[src/rtl/pc_pkg.sv]
// Shared types and constants for the fetch-stage PC generator.
package pc_pkg;

  typedef enum logic [2:0] {
    PC_HOLD = 3'd0,
    PC_SEQ  = 3'd1,
    PC_PRED = 3'd2,
    PC_RAS  = 3'd3,
    PC_EXE  = 3'd4,
    PC_TRAP = 3'd5
  } pc_sel_e;

  localparam int          ILEN_BYTES      = 4;
  localparam logic [31:0] PC_RESET_VECTOR = 32'hFFFF_F000;

endpackage

[src/rtl/return_addr_stack.sv]
// Circular return address stack with saturating count; the oldest entry is
// overwritten on overflow, and push+pop together replaces the top in place.
module return_addr_stack #(
  parameter int XLEN  = 32,
  parameter int DEPTH = 4
) (
  input  logic            clk,
  input  logic            reset_n,
  input  logic            push,
  input  logic            pop,
  input  logic            clear,
  input  logic [XLEN-1:0] push_data,
  output logic [XLEN-1:0] top,
  output logic            empty
);

  localparam int PW = $clog2(DEPTH);
  localparam int CW = PW + 1;

  logic [XLEN-1:0] entries_q [DEPTH];
  logic [PW-1:0]   ptr_q, ptr_d;
  logic [CW-1:0]   count_q, count_d;
  logic [PW-1:0]   top_idx_s;
  logic [PW-1:0]   wr_idx_s;
  logic            wr_en_s;

  assign top_idx_s = ptr_q - PW'(1);
  assign top       = entries_q[top_idx_s];
  assign empty     = (count_q == '0);

  always_comb begin
    ptr_d    = ptr_q;
    count_d  = count_q;
    wr_en_s  = 1'b0;
    wr_idx_s = ptr_q;
    if (clear) begin
      ptr_d   = '0;
      count_d = '0;
    end else if (push && pop && !empty) begin
      wr_en_s  = 1'b1;
      wr_idx_s = top_idx_s;
    end else if (push) begin
      wr_en_s = 1'b1;
      ptr_d   = ptr_q + PW'(1);
      if (count_q != CW'(DEPTH)) begin
        count_d = count_q + CW'(1);
      end else begin
        count_d = count_q;
      end
    end else if (pop && !empty) begin
      ptr_d   = top_idx_s;
      count_d = count_q - CW'(1);
    end else begin
      ptr_d   = ptr_q;
      count_d = count_q;
    end
  end

  always_ff @(posedge clk or negedge reset_n) begin
    if (!reset_n) begin
      ptr_q   <= '0;
      count_q <= '0;
    end else begin
      ptr_q   <= ptr_d;
      count_q <= count_d;
    end
  end

  // Entry contents are don't-care after reset, so no reset on the array.
  always_ff @(posedge clk) begin
    if (wr_en_s) begin
      entries_q[wr_idx_s] <= push_data;
    end
  end

endmodule

[src/rtl/pc_gen.sv]
// Fetch-stage PC generator: trap > exe > RAS > predictor > sequential > hold.
// Return address stack is built only when PC_GEN_RAS_EN is defined.
module pc_gen
  import pc_pkg::*;
#(
  parameter int              XLEN         = 32,
  parameter logic [XLEN-1:0] RESET_VECTOR = XLEN'(PC_RESET_VECTOR),
  parameter int              RAS_DEPTH    = 4
) (
  input  logic            clk,
  input  logic            reset_n,
  input  logic            en,
  input  logic            trap_redirect,
  input  logic [XLEN-1:0] trap_target,
  input  logic            exe_redirect,
  input  logic [XLEN-1:0] exe_target,
  input  logic            pred_taken_if1,
  input  logic [XLEN-1:0] pred_target_if1,
  input  logic            call_if1,
  input  logic            ret_if1,
  output logic [XLEN-1:0] current_pc_if1,
  output logic [XLEN-1:0] next_pc_if1,
  output pc_sel_e         pc_sel_if1,
  output logic            ras_hit_if1
);

  function automatic logic [XLEN-1:0] align(input logic [XLEN-1:0] a);
    return {a[XLEN-1:2], 2'b00};
  endfunction

  logic [XLEN-1:0] pc_q, pc_d;
  logic [XLEN-1:0] seq_pc_s;
  logic [XLEN-1:0] ras_top_s;
  logic            ras_hit_s;
  pc_sel_e         sel_s;

  assign seq_pc_s = pc_q + XLEN'(ILEN_BYTES);

`ifdef PC_GEN_RAS_EN
  logic ras_op_s, ras_push_s, ras_pop_s, ras_empty_s;

  // A redirect squashes the fetch that raised call/ret.
  assign ras_op_s   = en & ~trap_redirect & ~exe_redirect;
  assign ras_push_s = ras_op_s & call_if1;
  assign ras_pop_s  = ras_op_s & ret_if1;
  assign ras_hit_s  = ras_pop_s & ~ras_empty_s;

  return_addr_stack #(
    .XLEN  (XLEN),
    .DEPTH (RAS_DEPTH)
  ) u_ras (
    .clk       (clk),
    .reset_n   (reset_n),
    .push      (ras_push_s),
    .pop       (ras_pop_s),
    .clear     (trap_redirect),
    .push_data (seq_pc_s),
    .top       (ras_top_s),
    .empty     (ras_empty_s)
  );
`else
  logic unused_ras_s;

  assign unused_ras_s = call_if1 ^ ret_if1;
  assign ras_hit_s    = 1'b0;
  assign ras_top_s    = '0;
`endif

  always_comb begin
    pc_d  = pc_q;
    sel_s = PC_HOLD;
    if (trap_redirect) begin
      pc_d  = align(trap_target);
      sel_s = PC_TRAP;
    end else if (exe_redirect) begin
      pc_d  = align(exe_target);
      sel_s = PC_EXE;
    end else if (ras_hit_s) begin
      pc_d  = align(ras_top_s);
      sel_s = PC_RAS;
    end else if (en && pred_taken_if1) begin
      pc_d  = align(pred_target_if1);
      sel_s = PC_PRED;
    end else if (en) begin
      pc_d  = seq_pc_s;
      sel_s = PC_SEQ;
    end else begin
      pc_d  = pc_q;
      sel_s = PC_HOLD;
    end
  end

  always_ff @(posedge clk or negedge reset_n) begin
    if (!reset_n) begin
      pc_q <= RESET_VECTOR;
    end else begin
      pc_q <= pc_d;
    end
  end

  assign current_pc_if1 = pc_q;
  assign next_pc_if1    = pc_d;
  assign pc_sel_if1     = sel_s;
  assign ras_hit_if1    = ras_hit_s;

endmodule

[config.mk]
export PLATFORM = sky130hd
export DESIGN_NAME = pc_gen
export DESIGN_NICKNAME = d
export VERILOG_FILES = /design/src/rtl/pc_pkg.sv /design/src/rtl/return_addr_stack.sv /design/src/rtl/pc_gen.sv
export SDC_FILE = /design/constraint.sdc
export NUM_CORES = 1
export LEC_CHECK = 0
export BUFFER_PORTS_ARGS = -buffer_cell sky130_fd_sc_hd__buf_2
export CAP_MARGIN = 20
export CORE_MARGIN = 5
export CORE_UTILIZATION = 46
export CTS_BUF_LIST = sky130_fd_sc_hd__clkbuf_4
export CTS_CLUSTER_DIAMETER = 200
export DETAILED_ROUTE_END_ITERATION = 10
export PLACE_DENSITY = 0.95
export REMOVE_ABC_BUFFERS = 1
export SLEW_MARGIN = 5
export SYNTH_ARGS = -nofsm -noshare
export SYNTH_HDL_FRONTEND = slang
export SYNTH_SLANG_ARGS = --single-unit
[constraint.sdc]
create_clock -name clk -period 5.85 [get_ports clk]
set_input_delay 0.2925 -clock clk [delete_from_list [all_inputs] [get_ports clk]]
set_output_delay 0.2925 -clock clk [all_outputs]
set_load 0.005 [all_outputs]
* Word-level counts from Yosys, hierarchy flattened
Index checks and enable logic that the tools add are counted.
** Storage, ports and cells
- Output and inout port bits :: 68
- Bits of input ports :: 104
- Register bits after elaboration :: 32
- Logic and storage cells :: 11
** Operators by class
- Add/subtract/negate cells :: 1
- Muxes and demuxes :: 8
- Reduce and logical (&&, ||, !) cells :: 1
** Operator list (count)
- $mux W32 :: 4
- $add A32 B3 Y32 const B :: 1
- $mux W3 :: 2
- $mux W2 :: 1
- $logic_and A1 B1 Y1 :: 1
- $mux W1 :: 1

* Longest topological paths before layout
Gate-level depths: netlist (run 1).
- Depth in word-level cells :: 5
- Mapped depth :: 8
- Depth with buffers taken out :: 6

* Least setup slack after synthesis (run 1)
Ideal clock, no wire load.
- Path type :: register to output
- Start point :: register pc_q[2] (netlist: current_pc_if1[2])
- End point :: output next_pc_if1[20]
- Stages on the path, launching flop included :: 8
- Arrival :: 1974 ps
- Buffers on the path :: 1
- Path slack :: 3583 ps
- Cells stage by stage :: dfrtp_1 -> ha_1 -> nand3_1 -> or4_4 -> buf_6 -> nor4_1 -> o21ai_0 -> a32oi_1
** Between the ends
- Word-level cells in the longest chain between the ends :: 5
** Ends and longest elaborated chain
- start, declared :: line pc_gen.sv:31 : logic [XLEN-1:0] pc_q, pc_d;
- start signal, assigned :: line pc_gen.sv:97 : pc_q <= pc_d;
- $add A32 B3 Y32 :: line pc_gen.sv:37 : assign seq_pc_s = pc_q + XLEN'(ILEN_BYTES);
- $mux W32 :: line pc_gen.sv:84 : end else if (en) begin
- $mux W32 :: line pc_gen.sv:81 : end else if (en && pred_taken_if1) begin
- $mux W32 :: line pc_gen.sv:75 : end else if (exe_redirect) begin
- $mux W32 :: line pc_gen.sv:72 : if (trap_redirect) begin
- end, declared :: line pc_gen.sv:22 : output logic [XLEN-1:0] next_pc_if1,
Every way passes these cells.

* Worst setup path after layout (run 1)
- Start point :: register pc_q[13] (netlist: current_pc_if1[13])
- End point :: output next_pc_if1[27]
The elaborated chain is that of the path after synthesis.

==> results of run 1 <==
-- worst max-delay path by stage --
stage	end	slack, ps	start
CTS	next_pc_if1[27]	2560	current_pc_if1[13]
finish	next_pc_if1[27]	2560	current_pc_if1[13]
detailed placement	next_pc_if1[27]	2960	current_pc_if1[13]
global placement	next_pc_if1[27]	3100	current_pc_if1[13]
floorplan	next_pc_if1[27]	3410	current_pc_if1[13]
global route	next_pc_if1[27]	2430	current_pc_if1[13]
-- synthesized netlist by cell type, drive strengths merged (5+ instances only) --
master / count / area, um2
o21ai: 11 / 55.1
nor2: 27 / 101
inv: 16 / 60.1
dfstp: 20 / 526
nor3: 9 / 45.0
o22ai: 10 / 62.6
nand3: 16 / 85.1
clkbuf: 16 / 60.1
nand2: 21 / 78.8
a21oi: 39 / 195
xnor2: 21 / 184
o221ai: 7 / 67.6
a22oi: 7 / 52.6
buf: 5 / 41.3
nor4: 8 / 116
dfrtp: 12 / 300
and3: 7 / 43.8
-- through the flow --
stage | util, % | instance area [um2]
finish | 64.0 | 3250
global route | 64.0 | 3250
floorplan | - | 2290
global placement | 62.8 | 3190
CTS | 64.0 | 3250
detailed placement | 62.8 | 3190
-- cell type report --
cell class,instances,area (um2)
Multi-Input combinational cell,221,1410
Timing Repair Buffer,162,811
Clock inverter,1,3.75
Sequential cell,32,826
Tap cell,70,87.6
Clock buffer,7,52.6
Fill cell,428,1830
Inverter,16,60.1
-- cells in the final DEF, fill, tap and decap left out, drive strengths merged, types with 9 or more instances in the layout --
| cell | count |
|---|---|
| buf | 162 |
| a21oi | 39 |
| nor2 | 27 |
| nand2 | 21 |
| xnor2 | 21 |
| dfstp | 20 |
| inv | 16 |
| nand3 | 16 |
| dfrtp | 12 |
| o21ai | 11 |
| o22ai | 10 |
| nor3 | 9 |
-- critical path, cell delays in order, from the launching register on --
cell and delay, ps:
dfstp_2 580, nand2_1 320, or4_1 800, o31a_1 370, o21ai_0 230, a32oi_1 170
buf_2 190
-- logic make-up (layout without fill, tap and decap cells) --
family | count (synthesis) | in the layout | share of synthesized area [%]
flops | 32 | 32 | 34.5
buf+inv | 37 | 186 | 6.75
fa+ha+maj | 1 | 1 | 0.523
xor+xnor | 23 | 23 | 8.42
other cells | 1 | 1 | 0.157
simple gates | 98 | 98 | 22.9
mux | 3 | 3 | 1.31
compound gates | 95 | 95 | 25.4
-- where the power goes --
part           switching (mW)  internal [mW]
clock                  0.0779         0.0555
combinational           0.104         0.0920
sequential             0.0273          0.254
-- per-layer routing --
metal  global-route usage [%]  share of wire [%]  up-vias
li1                         -                  -     1366
met4                     6.64               0.65        0
met1                     31.2                 39     1358
met2                     46.0                 52      137
met3                     4.99                7.5       10
met5                        0                  0        -
==> impl_metrics.json, run 1 <==
{
  "status": "finished, final reports clean",
  "antenna_found_initial": 0,
  "ys_ff_latch": 32,
  "drive_above_1_share_pct": 45.8,
  "skew_ps": 3.76,
  "firstDrtPassIters": 4,
  "initial_core_util_pct": 47.1,
  "pre_cts_ws_ps": 2960,
  "vias_per_cell": 5.64,
  "hold_violations": 0,
  "syn_to_final_growth_pct": 35.7,
  "ctsResizeCount": 0,
  "drt-initial-drc-count": 190,
  "ant_nets": 0,
  "grt_max_degree": 59,
  "ys_async_sr_fraction_pct": 100,
  "avgSynthCellArea_um2": 8.25,
  "hold_ws_ps": 30.9,
  "io_pins": 172,
  "critPathMaxFanout": 12,
  "fp.dieArea_um2": 6740,
  "dp_cells": 501,
  "antenna_cells": 0,
  "total_power_mw": 0.611,
  "nets": 543,
  "period_share_pct": 56.2,
  "grt-ovfl-total": 0,
  "worstSetupEndpointType": "output pin",
  "rsz0062_at_grt": "false",
  "grt_pass1_wl_mm": 13.3,
  "powerDensity_nw_per_um2": 188,
  "grt_usage_pct": 25.6,
  "gp_congestion": 0.868,
  "final.min_clock_period_ps": 3290,
  "die_y_um": 82.1,
  "post_cts.repair.setup_buffers": 0,
  "drc": 0,
  "worstPathRequired_ps": 5560,
  "final_cells": 509,
  "cts_tree": "done",
  "port_buffers": 162,
  "cap_viol_max_count": 0,
  "dp_hpwl_mm": 6.55,
  "syn_inst": 290,
  "path_clk_slew_ps": 100,
  "cts_root_buf": "clkbuf_4",
  "p_leak_nw": 1.56,
  "wl_per_cell_um": 17.3,
  "r2r-start": "current_pc_if1[13]",
  "tightest_slew_ps": 1000,
  "syn-cell-area_um2": 2390,
  "fin_setup_tns_ps": 0,
  "finalSetupViolations": 0,
  "rows": 26,
  "max-slew-margin-rel_pct": 33.4,
  "cts-hold-fix-buffers": 0,
  "r2r-end": "current_pc_if1[27]",
  "synth_flop_cell": "dfstp_2",
  "ir_worst_vdd_mv": 0.114,
  "cts.sinks": 32,
  "synth_edf_count": 0,
  "yosysWarnings": 0,
  "arrival_ps": 2990,
  "clk_path_buf_depth": 2,
  "clk_latency_ps": 330,
  "cts_inserted_buffers": 5,
  "yosysUniqueCellTypes": 46,
  "fmax_ghz": 0.304,
  "critical_path_class": "reg -> out",
  "synth_seq_area_share_pct": 34.5,
  "grt_pass1_vias": 2828,
  "maxSlewViolCount": 0,
  "core-area_um2": 5070,
  "fin_ws_ps": 2560,
  "wirelength_mm": 8.80,
  "r2r_setup_slack_ps": 3260,
  "htree_levels": 2,
  "reg2regPathDepth": 5,
  "die_x_um": 82.1,
  "num_vias": 2871,
  "hold_path_class": "in -> async",
  "largest_reg_flops": 32,
  "cp-start-kind": "flop"
}
No activity file was read; power rests on OpenSTA's default activity.
==> run 2: changes to the inputs <==
--- a/config.mk
+++ b/config.mk
@@ -8,11 +8,11 @@
 export BUFFER_PORTS_ARGS = -buffer_cell sky130_fd_sc_hd__buf_2
 export CAP_MARGIN = 20
 export CORE_MARGIN = 5
-export CORE_UTILIZATION = 46
+export CORE_UTILIZATION = 38
 export CTS_BUF_LIST = sky130_fd_sc_hd__clkbuf_4
 export CTS_CLUSTER_DIAMETER = 200
 export DETAILED_ROUTE_END_ITERATION = 10
-export PLACE_DENSITY = 0.95
+export PLACE_DENSITY = 0.88
 export REMOVE_ABC_BUFFERS = 1
 export SLEW_MARGIN = 5
 export SYNTH_ARGS = -nofsm -noshare
==> constraint.sdc (replaced) <==
create_clock -name clk -period 2.8 [get_ports clk]
set_input_delay 0.14 -clock clk [delete_from_list [all_inputs] [get_ports clk]]
set_output_delay 0.14 -clock clk [all_outputs]
set_load 0.005 [all_outputs]
==> run 2 against run 1 <==
- die area up 18%
- via count up 1.1%
- first-iteration DRC count down 31%
- clock skew up 3.6 ps
- combinational power up 120%
- cell area up 3.2%
- critical path type unchanged
- largest cell class unchanged
- largest power group unchanged
- highest routed layer unchanged
==> impl_metrics.json, run 2 (synthesized netlist as in run 1, its figures left out) <==
{
  "status": "finished, final reports clean",
  "design_area_um2": 3350,
  "fmax_ghz": 0.384,
  "drt-initial-drc-count": 132,
  "grt_pass1_vias": 2872,
  "largest_reg_flops": 32,
  "cap_viol_max_count": 0,
  "wirelength_mm": 9.22,
  "critical_path_class": "reg -> out",
  "crit_buf_inv": 1,
  "drive_above_1_share_pct": 47.0,
  "cp-startpoint": "current_pc_if1[18]",
  "cp-start-kind": "flop",
  "cts.sinks": 32,
  "initial_core_util_pct": 38.3,
  "vias_per_cell": 5.52,
  "cts_inserted_buffers": 5,
  "maxSlewViolCount": 0,
  "grt_usage_pct": 22.2,
  "crit_family": "simple AND/OR/NAND/NOR gates",
  "r2r-end": "current_pc_if1[27]",
  "cp.depth": 6,
  "seq_area_um2": 827,
  "htree_levels": 2,
  "fillerInstances": 602,
  "hold_ws_ps": 31.3,
  "clk_latency_ps": 330,
  "rows": 29,
  "cts_tree": "done",
  "die_y_um": 89.3,
  "ant_nets": 0,
  "hold_violations": 0,
  "fp.dieArea_um2": 7980,
  "crit_path_max_incr_delay_ps": 620,
  "hold_path_class": "in -> reg",
  "period_share_pct": 93.0,
  "port_buffers": 162,
  "worstSetupEndpointType": "output pin",
  "p_leak_nw": 1.60,
  "worstPathCellList": "nand3_1 -> or4_4 -> o31a_1 -> o21ai_0 -> a32oi_1 -> buf_2",
  "worstPathRequired_ps": 2660,
  "path_clk_slew_ps": 110,
  "firstDrtPassIters": 4,
  "final_cell_mix": "buf_2, a21oi_1, nor2_1",
  "final_common_cell": "buf_2",
  "die_x_um": 89.3,
  "max-slew-margin-rel_pct": 48.0,
  "gp_congestion": 0.821,
  "place_area_um2": 3240,
  "final.min_clock_period_ps": 2600,
  "grt_pass1_wl_mm": 13.7,
  "nets": 553,
  "antenna_found_initial": 0,
  "critPathMaxFanout": 9,
  "r2r_setup_slack_ps": 610,
  "dp_hpwl_mm": 6.84,
  "crit_end": "next_pc_if1[27]",
  "num_vias": 2904,
  "rsz0062_at_grt": "true",
  "utilization_pct": 53.7,
  "multi_input_area_um2": 1420,
  "tightest_slew_ps": 780,
  "syn_to_final_growth_pct": 40.0,
  "skew_ps": 7.40,
  "pre_cts_ws_ps": 290,
  "io_pins": 172,
  "drc": 0,
  "powerDensity_nw_per_um2": 383,
  "grt-ovfl-total": 0,
  "cts_root_buf": "clkbuf_4",
  "antenna_cells": 0,
  "fin_ws_ps": 197,
  "critPathSlowestCell": "or4_4",
  "clk_path_buf_depth": 2,
  "ir_worst_vdd_mv": 0.233,
  "reg2regPathDepth": 6,
  "arrival_ps": 2460,
  "finalSetupViolations": 0,
  "core-area_um2": 6240,
  "wl_per_cell_um": 17.5,
  "r2r-start": "current_pc_if1[18]",
  "grt_max_degree": 33
}
==> run 2: layer usage <==
| layer | part of all wire, % | track usage, % |
|---|---|---|
| met5 | 0 | 0 |
| met4 | 0.74 | 7.04 |
| met3 | 6.9 | 4.61 |
| met2 | 54 | 40.5 |
| met1 | 38 | 25.9 |
==> run 2: worst reg2reg max path: stages (launching register included) <==
cell and delay [ps]:
dfstp_2 600, nand3_1 110, or4_4 620, o31a_1 330, o21ai_0 190, a32oi_1 140, buf_4 160
==> run 2: repair_timing <==
item	CTS	global route
hold buffers	3	0
resized for setup	1	3
endpoints found under the hold margin	14	0
setup buffers	0	1
endpoints found under the setup margin	5	7
pin swaps	1	3
==> run 2: through the flow <==
| stage | TNS [ps] | std cells | total power, mW |
|---|---|---|---|
| after floorplan | 0 | 269 | 0.764 |
| after global placement | 0 | 514 | 0.996 |
| after detailed placement | 0 | 514 | 1.01 |
| after CTS | 0 | 525 | 1.29 |
| after global routing | -5.18 | 526 | 1.37 |
| final | 0 | 526 | 1.28 |
==> run 2: power breakdown <==
group          switching [mW]  leakage [nW]  internal (mW)  total (mW)
Clock                   0.171        0.0307          0.103       0.274
Sequential             0.0576         0.356          0.530       0.588
Combinational           0.220          1.21          0.203       0.423
==> run 2: cell type report <==
type                            count  share of cell area (%)
Timing Repair Buffer              172                    26.7
Tap cell                           77                    2.88
Clock buffer                        6                    1.34
Sequential cell                    32                    24.7
Inverter                           16                    1.79
Clock inverter                      2                   0.224
Multi-Input combinational cell    221                    42.4
==> run 2: worst min-delay path by stage <==
stage	start	endpoint	slack (ps)	cells past startpoint
global route	trap_target[7]	current_pc_if1[7]	40	2
detailed placement	reset_n	current_pc_if1[2]	260	1
CTS	trap_target[13]	current_pc_if1[13]	10	3
global placement	reset_n	current_pc_if1[2]	230	1
floorplan	reset_n	current_pc_if1[0]	-160	0
finish	trap_target[21]	current_pc_if1[21]	30	3
